## config.mk

```make
export PLATFORM = sky130hd
export DESIGN_NAME = hazard_scoreboard_flat
export DESIGN_NICKNAME = d
export VERILOG_FILES = /design/src/rtl/hazard_pkg.sv /design/src/rtl/hazard_scoreboard_if.sv /design/src/rtl/hazard_scoreboard_entry.sv /design/src/rtl/hazard_scoreboard.sv /design/src/flat_wrapper.sv
export SDC_FILE = /design/constraint.sdc
export NUM_CORES = 1
export LEC_CHECK = 0
export ABC_CLOCK_PERIOD_IN_PS = 11350
export CAP_MARGIN = 10
export CORE_MARGIN = 4
export CORE_UTILIZATION = 45
export DETAILED_ROUTE_END_ITERATION = 16
export PLACE_DENSITY_LB_ADDON = 0.25
export SKIP_CTS_REPAIR_TIMING = 1
export SYNTH_ARGS = -nofsm -noshare
export SYNTH_HDL_FRONTEND = slang
export SYNTH_HIERARCHICAL = 1
export SYNTH_SLANG_ARGS = --single-unit
```

## constraint.sdc

```tcl
create_clock -name Clk -period 11.35 [get_ports Clk]
set_clock_uncertainty 0.1 [all_clocks]
set_input_delay 2.8375 -clock Clk [delete_from_list [all_inputs] [get_ports Clk]]
set_output_delay 2.8375 -clock Clk [all_outputs]
set_load 0.005 [all_outputs]
```

## src/rtl/hazard_pkg.sv

```systemverilog
// Shared constants and types for the ID-stage hazard scoreboard.
// The decoder drives ID_Latency from the LAT_* constants below.
package hazard_pkg;

    localparam int NUM_REGS_DEF = 32;
    localparam int REG_AW_DEF   = 5;
    localparam int MAX_LAT_DEF  = 7;
    localparam int CNT_W_DEF    = $clog2(MAX_LAT_DEF + 1);

    // Result latencies per instruction class, counted from issue until the
    // value can be read from the register file in ID.
    localparam int LAT_ALU  = 3;
    localparam int LAT_LOAD = 4;
    localparam int LAT_MUL  = 5;

    typedef logic [CNT_W_DEF-1:0] cnt_t;

endpackage

```

## src/rtl/hazard_scoreboard_if.sv

```systemverilog
// ID-stage bundle between the decoder (master) and the hazard scoreboard (slave).
// Optional macro FORWARD_EN adds the bypass latency input and forward-select outputs.
interface hazard_scoreboard_if #(
    parameter int NUM_REGS = 32,
    parameter int REG_AW   = 5,
    parameter int CNT_W    = 3
);
    logic              ID_valid;
    logic              ID_kill;
    logic [REG_AW-1:0] ID_rs;
    logic [REG_AW-1:0] ID_rt;
    logic              ID_use_rs;
    logic              ID_use_rt;
    logic              ID_RegWrite;
    logic [REG_AW-1:0] ID_WriteRegister;
    logic [CNT_W-1:0]  ID_Latency;
    logic              ID_stall;
    logic              ID_issue;
    logic [NUM_REGS-1:0] busy_vec;
`ifdef FORWARD_EN
    logic [CNT_W-1:0]  ID_FwdLatency;
    logic              rs_fwd;
    logic              rt_fwd;
    logic [CNT_W-1:0]  rs_fwd_age;
    logic [CNT_W-1:0]  rt_fwd_age;

    modport master (
        output ID_valid, ID_kill, ID_rs, ID_rt, ID_use_rs, ID_use_rt,
               ID_RegWrite, ID_WriteRegister, ID_Latency, ID_FwdLatency,
        input  ID_stall, ID_issue, busy_vec, rs_fwd, rt_fwd, rs_fwd_age, rt_fwd_age
    );

    modport slave (
        input  ID_valid, ID_kill, ID_rs, ID_rt, ID_use_rs, ID_use_rt,
               ID_RegWrite, ID_WriteRegister, ID_Latency, ID_FwdLatency,
        output ID_stall, ID_issue, busy_vec, rs_fwd, rt_fwd, rs_fwd_age, rt_fwd_age
    );
`else
    modport master (
        output ID_valid, ID_kill, ID_rs, ID_rt, ID_use_rs, ID_use_rt,
               ID_RegWrite, ID_WriteRegister, ID_Latency,
        input  ID_stall, ID_issue, busy_vec
    );

    modport slave (
        input  ID_valid, ID_kill, ID_rs, ID_rt, ID_use_rs, ID_use_rt,
               ID_RegWrite, ID_WriteRegister, ID_Latency,
        output ID_stall, ID_issue, busy_vec
    );
`endif
endinterface

```

## src/rtl/hazard_scoreboard_entry.sv

```systemverilog
// One per-register countdown: loads the result latency on issue, then counts
// down to zero. A load wins over the decrement in the same cycle.
module scoreboard_entry #(
    parameter int CNT_W = 3
) (
    input  logic             Clk,
    input  logic             Rst_n,
    input  logic             load,
    input  logic [CNT_W-1:0] load_val,
    output logic [CNT_W-1:0] cnt
);

    // Counter register: load, else decrement while nonzero, else hold at zero.
    always_ff @(posedge Clk or negedge Rst_n) begin
        if (!Rst_n) begin
            cnt <= '0;
        end else if (load) begin
            cnt <= load_val;
        end else if (cnt != '0) begin
            cnt <= cnt - 1'b1;
        end
    end

endmodule

```

## src/rtl/hazard_scoreboard.sv

```systemverilog
// Decode-stage hazard scoreboard: one countdown per architectural register,
// stalling RAW reads of pending registers and younger writes that would land
// before an older, longer-latency write. Register 0 has no counter.
// Optional macro FORWARD_EN: a second countdown per register tracks bypass
// availability; RAW stalls then wait only for the bypass, and the block
// reports which source can be forwarded and from which stage (its age).
module hazard_scoreboard
    import hazard_pkg::*;
#(
    parameter int NUM_REGS = NUM_REGS_DEF,
    parameter int REG_AW   = REG_AW_DEF,
    parameter int MAX_LAT  = MAX_LAT_DEF,
    parameter int CNT_W    = $clog2(MAX_LAT + 1)
) (
    input logic Clk,
    input logic Rst_n,
    hazard_scoreboard_if.slave id
);

    // Index space is padded to 2**REG_AW so any encoded index reads a defined
    // zero when NUM_REGS is not a power of two.
    localparam int IDX_N = 1 << REG_AW;

    logic [CNT_W-1:0] cnt [IDX_N];
    logic [CNT_W-1:0] rs_cnt;
    logic [CNT_W-1:0] rt_cnt;
    logic [CNT_W-1:0] wr_cnt;
    logic             raw_rs;
    logic             raw_rt;
    logic             waw;
    logic             stall;
    logic             issue;
`ifdef FORWARD_EN
    logic [CNT_W-1:0] fcnt [IDX_N];
    logic [CNT_W-1:0] rs_fcnt;
    logic [CNT_W-1:0] rt_fcnt;
`endif

    for (genvar i = 0; i < IDX_N; i++) begin : g_reg
        if (i == 0 || i >= NUM_REGS) begin : g_zero
            assign cnt[i] = '0;
`ifdef FORWARD_EN
            assign fcnt[i] = '0;
`endif
        end else begin : g_entry
            logic ld;
            assign ld = issue && id.ID_RegWrite &&
                        (id.ID_WriteRegister == REG_AW'(i));

            scoreboard_entry #(.CNT_W(CNT_W)) u_cnt (
                .Clk      (Clk),
                .Rst_n    (Rst_n),
                .load     (ld),
                .load_val (id.ID_Latency),
                .cnt      (cnt[i])
            );
`ifdef FORWARD_EN
            scoreboard_entry #(.CNT_W(CNT_W)) u_fcnt (
                .Clk      (Clk),
                .Rst_n    (Rst_n),
                .load     (ld),
                .load_val (id.ID_FwdLatency),
                .cnt      (fcnt[i])
            );
`endif
        end
    end

    // Hazard detection and issue decision, purely from ID inputs and the counters.
    always_comb begin
        rs_cnt = cnt[id.ID_rs];
        rt_cnt = cnt[id.ID_rt];
        wr_cnt = cnt[id.ID_WriteRegister];
`ifdef FORWARD_EN
        rs_fcnt = fcnt[id.ID_rs];
        rt_fcnt = fcnt[id.ID_rt];
        raw_rs  = id.ID_valid && id.ID_use_rs && (id.ID_rs != '0) && (rs_fcnt != '0);
        raw_rt  = id.ID_valid && id.ID_use_rt && (id.ID_rt != '0) && (rt_fcnt != '0);
`else
        raw_rs  = id.ID_valid && id.ID_use_rs && (id.ID_rs != '0) && (rs_cnt != '0);
        raw_rt  = id.ID_valid && id.ID_use_rt && (id.ID_rt != '0) && (rt_cnt != '0);
`endif
        // An equal-or-longer new latency cannot overtake the pending write.
        waw     = id.ID_valid && id.ID_RegWrite && (id.ID_WriteRegister != '0) &&
                  (wr_cnt > id.ID_Latency);
        // Kill does not mask the stall; it only prevents issue.
        stall   = Rst_n && (raw_rs || raw_rt || waw);
        issue   = Rst_n && id.ID_valid && !id.ID_kill && !stall;
    end

    assign id.ID_stall = stall;
    assign id.ID_issue = issue;

    // Debug view of pending registers; bit 0 is always clear.
    always_comb begin
        id.busy_vec = '0;
        for (int i = 0; i < NUM_REGS; i++) begin
            id.busy_vec[i] = (cnt[i] != '0);
        end
    end

`ifdef FORWARD_EN
    // Forward select: result still pending in the register file but already on a bypass.
    always_comb begin
        id.rs_fwd     = id.ID_use_rs && (id.ID_rs != '0) && (rs_cnt != '0) && (rs_fcnt == '0);
        id.rt_fwd     = id.ID_use_rt && (id.ID_rt != '0) && (rt_cnt != '0) && (rt_fcnt == '0);
        id.rs_fwd_age = rs_cnt;
        id.rt_fwd_age = rt_cnt;
    end
`endif

    // Writes must carry a latency of 1..MAX_LAT; anything else leaves the
    // scoreboard meaningless.
    property p_lat_legal;
        @(posedge Clk) disable iff (!Rst_n)
            (id.ID_valid && id.ID_RegWrite) |->
                ((id.ID_Latency != '0) && (int'(id.ID_Latency) <= MAX_LAT));
    endproperty
    a_lat_legal: assert property (p_lat_legal);

`ifdef FORWARD_EN
    property p_fwd_lat_legal;
        @(posedge Clk) disable iff (!Rst_n)
            (id.ID_valid && id.ID_RegWrite) |-> (id.ID_FwdLatency <= id.ID_Latency);
    endproperty
    a_fwd_lat_legal: assert property (p_fwd_lat_legal);
`endif

endmodule

```

## src/flat_wrapper.sv

```systemverilog
// flat-port wrapper written by rule: the top's interface ports become plain ports
module hazard_scoreboard_flat import hazard_pkg::*;
#(
    parameter int NUM_REGS = NUM_REGS_DEF,
    parameter int REG_AW   = REG_AW_DEF,
    parameter int MAX_LAT  = MAX_LAT_DEF,
    parameter int CNT_W    = $clog2(MAX_LAT + 1)
)
  (Clk, Rst_n, id_ID_valid, id_ID_kill, id_ID_rs, id_ID_rt, id_ID_use_rs, id_ID_use_rt, id_ID_RegWrite, id_ID_WriteRegister, id_ID_Latency, id_ID_stall, id_ID_issue, id_busy_vec);
  hazard_scoreboard_if #(.NUM_REGS(NUM_REGS), .REG_AW(REG_AW), .CNT_W(CNT_W)) id_i ();
  input logic Clk;
  input logic Rst_n;
  input wire logic [$bits(id_i.ID_valid)-1:0] id_ID_valid;
  input wire logic [$bits(id_i.ID_kill)-1:0] id_ID_kill;
  input wire logic [$bits(id_i.ID_rs)-1:0] id_ID_rs;
  input wire logic [$bits(id_i.ID_rt)-1:0] id_ID_rt;
  input wire logic [$bits(id_i.ID_use_rs)-1:0] id_ID_use_rs;
  input wire logic [$bits(id_i.ID_use_rt)-1:0] id_ID_use_rt;
  input wire logic [$bits(id_i.ID_RegWrite)-1:0] id_ID_RegWrite;
  input wire logic [$bits(id_i.ID_WriteRegister)-1:0] id_ID_WriteRegister;
  input wire logic [$bits(id_i.ID_Latency)-1:0] id_ID_Latency;
  output wire logic [$bits(id_i.ID_stall)-1:0] id_ID_stall;
  output wire logic [$bits(id_i.ID_issue)-1:0] id_ID_issue;
  output wire logic [$bits(id_i.busy_vec)-1:0] id_busy_vec;
  assign id_i.ID_valid = id_ID_valid;
  assign id_i.ID_kill = id_ID_kill;
  assign id_i.ID_rs = id_ID_rs;
  assign id_i.ID_rt = id_ID_rt;
  assign id_i.ID_use_rs = id_ID_use_rs;
  assign id_i.ID_use_rt = id_ID_use_rt;
  assign id_i.ID_RegWrite = id_ID_RegWrite;
  assign id_i.ID_WriteRegister = id_ID_WriteRegister;
  assign id_i.ID_Latency = id_ID_Latency;
  assign id_ID_stall = id_i.ID_stall;
  assign id_ID_issue = id_i.ID_issue;
  assign id_busy_vec = id_i.busy_vec;
  hazard_scoreboard #(.NUM_REGS(NUM_REGS), .REG_AW(REG_AW), .MAX_LAT(MAX_LAT), .CNT_W(CNT_W)) u_core (.Clk(Clk), .Rst_n(Rst_n), .id(id_i));
endmodule
```

# Yosys cells after proc, flatten, opt, wreduce, memory -nomap -nowiden
# Index checks and enable logic that the tools add are counted.
# W data, S select, Z words.
# totals
regBits,93
latchBits,0
mem_bits_rw,0
mem_bits_ro,0
inputBits,25
output_inout_bits,34
mem_count,0
# op_classes
add_sub_neg,31
n_mul,0
div_mod_pow,0
order_cmp,4
eq_ne,31
n_shift,0
mux,71
bitwise_logic,3
n_reduce_logical,116
# op_table
operator,n
$mux W3,68
$reduce_bool A3 Y1,33
$sub A3 B1 Y3 const B,31
$eq A5 B5 Y1 const B,16
$reduce_bool A2 Y1,31
$bmux W3 S5,3
$logic_and A1 B1 Y1,45
$eq A5 B4 Y1 const B,8
$eq A5 B3 Y1 const B,4
$ge A6 B6 Y1 const B,3
$not A5 Y6,3
$reduce_bool A5 Y1,3
$eq A5 B2 Y1 const B,2
$eq A5 B1 Y1 const B,1
$gt A3 B3 Y1,1
$logic_not A1 Y1,2
$logic_or A1 B1 Y1,2

# Depth between registers and ports, before layout
# depth
depth_word,14
mapped_depth,19
depth_no_buf,15

# By module
# Netlist, hierarchy kept.
# modules_own_cells
mod,instances,cells_per_inst,area_each_um2,seq_area_each_um2
scoreboard_entry (u_core.g_reg[10].g_entry.u_cnt ...),27,20,196.4,75.1
hazard_scoreboard,1,315,2529.9,0.0
scoreboard_entry (u_core.g_reg[6].g_entry.u_cnt ...),4,20,197.7,75.1

# Worst setup path before layout
# No wires, ideal clock.
# synth_timing
path_kind,in2out
from,input port id_ID_WriteRegister[0]
to,output port id_ID_issue
arrival_time_ps,5873
required_time_ps,8413
path_slack_ps,2540
stages,14
path_cell_list,buf_2 -> buf_2 -> mux4_2 -> a221o_1 -> a221oi_1 -> a21oi_1 -> ha_1 -> nor2b_1 -> o21a_1 -> o211ai_1 -> o311a_1 -> a32oi_2 -> buf_6 -> nor3_2
# synth_between
elab_chain_cells,10
elab_cells_between_ends,12
cone_classes,order compare: 1; mux: 3; bitwise: 1; reduce/logical: 7
# synth_rtl
element,line_no,text
start: declaration,flat_wrapper.sv:20,input wire logic [$bits(id_i.ID_WriteRegister)-1:0] id_ID_WriteRegister;
$not A5 Y6 (implied by the code),hazard_scoreboard.sv:73,wr_cnt = cnt[id.ID_WriteRegister];
$bmux W3 S5,hazard_scoreboard.sv:73,
$mux W3 (implied by the code) (2 in a row),hazard_scoreboard.sv:73,
$gt A3 B3 Y1,hazard_scoreboard.sv:85,(wr_cnt > id.ID_Latency);
$logic_and A1 B1 Y1 *,hazard_scoreboard.sv:84,waw = id.ID_valid && id.ID_RegWrite && (id.ID_WriteRegister != '0) &&
$logic_or A1 B1 Y1 *,hazard_scoreboard.sv:87,stall = Rst_n && (raw_rs || raw_rt || waw);
$logic_and A1 B1 Y1 *,hazard_scoreboard.sv:87,
$logic_not A1 Y1 *,hazard_scoreboard.sv:88,issue = Rst_n && id.ID_valid && !id.ID_kill && !stall;
$logic_and A1 B1 Y1 *,hazard_scoreboard.sv:88,
end: declaration,flat_wrapper.sv:23,output wire logic [$bits(id_i.ID_issue)-1:0] id_ID_issue;
# Every way passes the cells marked *; elsewhere a longest branch is shown, timed or not. The select of a mux whose other input is x is not followed.

# Worst setup path after layout
# layout_timing
from,input port id_ID_WriteRegister[1]
to,output port id_ID_stall
# layout_between
elab_chain_cells,8
elab_cells_between_ends,10
cone_classes,order compare: 1; mux: 3; bitwise: 1; reduce/logical: 5
# layout_rtl
element,line_no,text
$not A5 Y6 (implied by the code),hazard_scoreboard.sv:73,
$bmux W3 S5,hazard_scoreboard.sv:73,
$mux W3 (implied by the code) (2 in a row),hazard_scoreboard.sv:73,
$gt A3 B3 Y1,hazard_scoreboard.sv:85,
$logic_and A1 B1 Y1 *,hazard_scoreboard.sv:84,
$logic_or A1 B1 Y1 *,hazard_scoreboard.sv:87,
$logic_and A1 B1 Y1 *,hazard_scoreboard.sv:87,
end: declaration,flat_wrapper.sv:22,output wire logic [$bits(id_i.ID_stall)-1:0] id_ID_stall;
# Marks and branches as above.

==> reports/results.ini <==
[final_layout]
seq_area_mm2 = 0.00233
largest_reg_flops = 93
multi_input_area_mm2 = 0.00562
largest_register = u_core/g.g_entry.u_cnt/cnt
fin_nets = 1071
drive_gt1_share_pct = 9.35
fin_cells = 1219
fillers = 1724
top_regs = u_core/g.g_entry.u_cnt/cnt x93
area_growth_pct = 11.9

[synthesis]
synth-seq-cells = 93
syn-num-nets = 1025
yosys_warnings = 6
synth_top_area_share_pct = 27.0
synthArstFlopShare_pct = 100
synth_area_per_cell_um2 = 9.22
yosysTopAreaCell = dfrtp_1
syn_area_mm2 = 0.00862
synth_common_cells = inv_1, nor2b_1, dfrtp_1, ha_1, nand2b_1
ys_types = 61
synthFlopType = dfrtp_1
synth_edf_count = 0
yosysMostFrequentCell = inv_1
synthCells = 935
yosys-top-cells-area = dfrtp_1, ha_1, nor2b_1
ys_seq_area_share_pct = 27.0

[timing]
min_period_over_period_pct = 91.5
period_minus_slack_ps = 10390
final_max_slew_viol_count = 0
slew_headroom_pct = 38.8
hold_viol_final = 0
rsz0062_at_grt = false
timing.fmax_ghz = 0.0963
setup_violations = 0
worstMarginPinSlew_ps = 918
finalSetupTns_ps = 0

[clock_network]
clock_path_buffers = 2
cts-buffers-inserted = 9
htree_levels = 3
clk_pin_slew_ps = 60
insertion_delay_ps = 360
cts_tree = done
cts.root.buffer_cell = clkbuf_16
clock_sinks = 93

[power]
power.density_mw_per_mm2 = 234
switching_power_uw = 941
pwr-share-comb_pct = 50.9
peakVddDrop_v = 0.000126
p_sw_share_pct = 41.6
pwr-share-seq_pct = 35.6
p_leak_uw = 0.00394
p_clk_share_pct = 13.5
intPower_uw = 1320

[worst_setup_path]
startpoint = id_ID_WriteRegister[1]
required_ps = 8410
path_cells = clkdlybuf4s50_1 > buf_4 > mux4_2 > mux4_2 > mux2_2 > ha_1 > a31oi_1 > o211ai_1 > o311a_1 > a32oi_4 > o21a_1 > clkdlybuf4s50_1
cp_max_fo = 19
critical-path-top-delay-family = buffers and inverters
cp_slowest_cell = clkdlybuf4s50_1
critPathKind = input pin to output pin
cpPeakStageDelay_ps = 910
cp.arrival_ps = 7450
r2r-start = u_core/g_reg[8].g_entry.u_cnt/cnt[1]
crit_path_start_kind = input pin
worstPathBufferInverterCount = 3
end_kind = output pin

[route]
viasPerCell = 6.13
drc = 0
vias = 7471
firstDrtPassIters = 5
wl_per_cell_um = 20.1
drtIter0Drc = 649
antenna_left = 0
drt_wl_total_um = 24500

[floorplan]
initial_utilization_pct = 46.0
core_area_mm2 = 0.0188
rows = 50
ios = 59
die-area_mm2 = 0.0214
die_y_um = 146
die_w_um = 146

[global_route]
grt-ovfl-total = 0
grt_start_max_net_pins = 51
grt_pass1_vias = 7189
grt_usage_pct = 22.8
grt_pass1_wl_um = 38800
antenna_found_initial = 1

[placed_design]
place_inst = 1204
gp_congestion = 0.982
io_buffers = 57
dp_hpwl_um = 18200

[hold_path]
holdCritPathClass = register to register
holdCritStartpoint = u_core/g_reg[25].g_entry.u_cnt/cnt[2]

[flow_run]
drv_cap = 0

[outcome]
status = finished clean

==> layout make-up <==
type / instances / share of cell area [%]
diodes: 1 / 0.0259
clock buffers: 12 / 2.55
clock inverters: 2 / 0.363
inverters: 138 / 5.37
multi-input cells: 676 / 58.2
flip-flops and latches: 93 / 24.1
well taps: 234 / 3.03
repair buffers: 63 / 6.30
==> metal layers <==
layer / track usage [%] / routed length [µm] / part of all wire (%)
met1: 29.8 / 10600 / 43
met2: 36.9 / 11300 / 46
met3: 4.38 / 1640 / 6.7
met4: 9.60 / 971 / 4.0
met5: 0 / 0 / 0
==> power by group through the flow <==
| stage | clock [µW] | sequential, µW | combinational (µW) |
|---|---|---|---|
| after CTS | 312 | 798 | 1150 |
| after floorplan | 0 | 675 | 856 |
| after detailed placement | 0 | 800 | 1140 |
| after global placement | 0 | 810 | 1110 |
| after global routing | 323 | 835 | 1280 |
| final | 306 | 806 | 1150 |
==> worst paths after layout <==
| kind | end | slack (ps) | depth (start not counted) |
|---|---|---|---|
| setup / recovery | id_ID_stall | 960 | 12 |
| hold / removal | u_core/g_reg[25].g_entry.u_cnt/cnt[2] | 550 | 2 |
| setup reg to reg | u_core/g_reg[31].g_entry.u_cnt/cnt[1] | 6670 | 14 |
| hold reg to reg | u_core/g_reg[25].g_entry.u_cnt/cnt[2] | 550 | 2 |
| max in group asynchronous | u_core/g_reg[20].g_entry.u_cnt/cnt[0] | 7660 | 2 |
| min in group asynchronous | u_core/g_reg[3].g_entry.u_cnt/cnt[2] | 2410 | 1 |
==> tightest hold or removal path, cell delays in order, from the launching register on <==
cell	delay [ps]
dfrtp_1	440
nand2b_1	100
a31oi_1	70
==> stage by stage <==
stage	hold WS [ps]	area, µm²	setup WS, ps	util [%]	power, µW
5_1_grt	581	9650	853	51.4	2440
2_1_floorplan	484	8620	2540	-	1530
6_report	552	9650	962	51.4	2260
4_1_cts	555	9650	997	51.4	2260
3_5_place_dp	542	9360	1020	49.9	1940
3_3_place_gp	534	9360	1080	49.9	1920
==> cells in the final DEF, fill, tap and decap left out, types with 3 or more instances in the layout <==
cell,n
or3_1,19
or3_4,6
nor2_1,18
nor3_1,17
dfrtp_1,93
mux4_2,27
a311oi_1,32
ha_1,65
inv_1,137
o2bb2ai_1,3
nor4b_1,64
o21ai_0,9
or4_1,3
nand2_1,45
a221oi_1,33
or2b_1,4
mux2_2,4
a21oi_1,5
or3b_1,31
nand2b_1,65
a211oi_1,3
a31oi_1,33
nor2b_1,102
clkbuf_16,9
o211ai_1,4
buf_4,7
mux2i_1,11
nor3b_1,3
clkdlybuf4s50_1,55
nor3_2,30
a22o_1,4
==> cell families (layout without fill, tap and decap cells) <==
kind of cell	after synthesis	after routing	synth area share, %
flops	93	93	27.0
buf+inv	166	215	8.01
mux	43	43	9.15
simple gates	417	417	32.8
other cells	1	2	0.0435
compound gates	150	150	13.6
fa+ha+maj	65	65	9.43
Note: power is estimated with default switching activity, not from simulation.
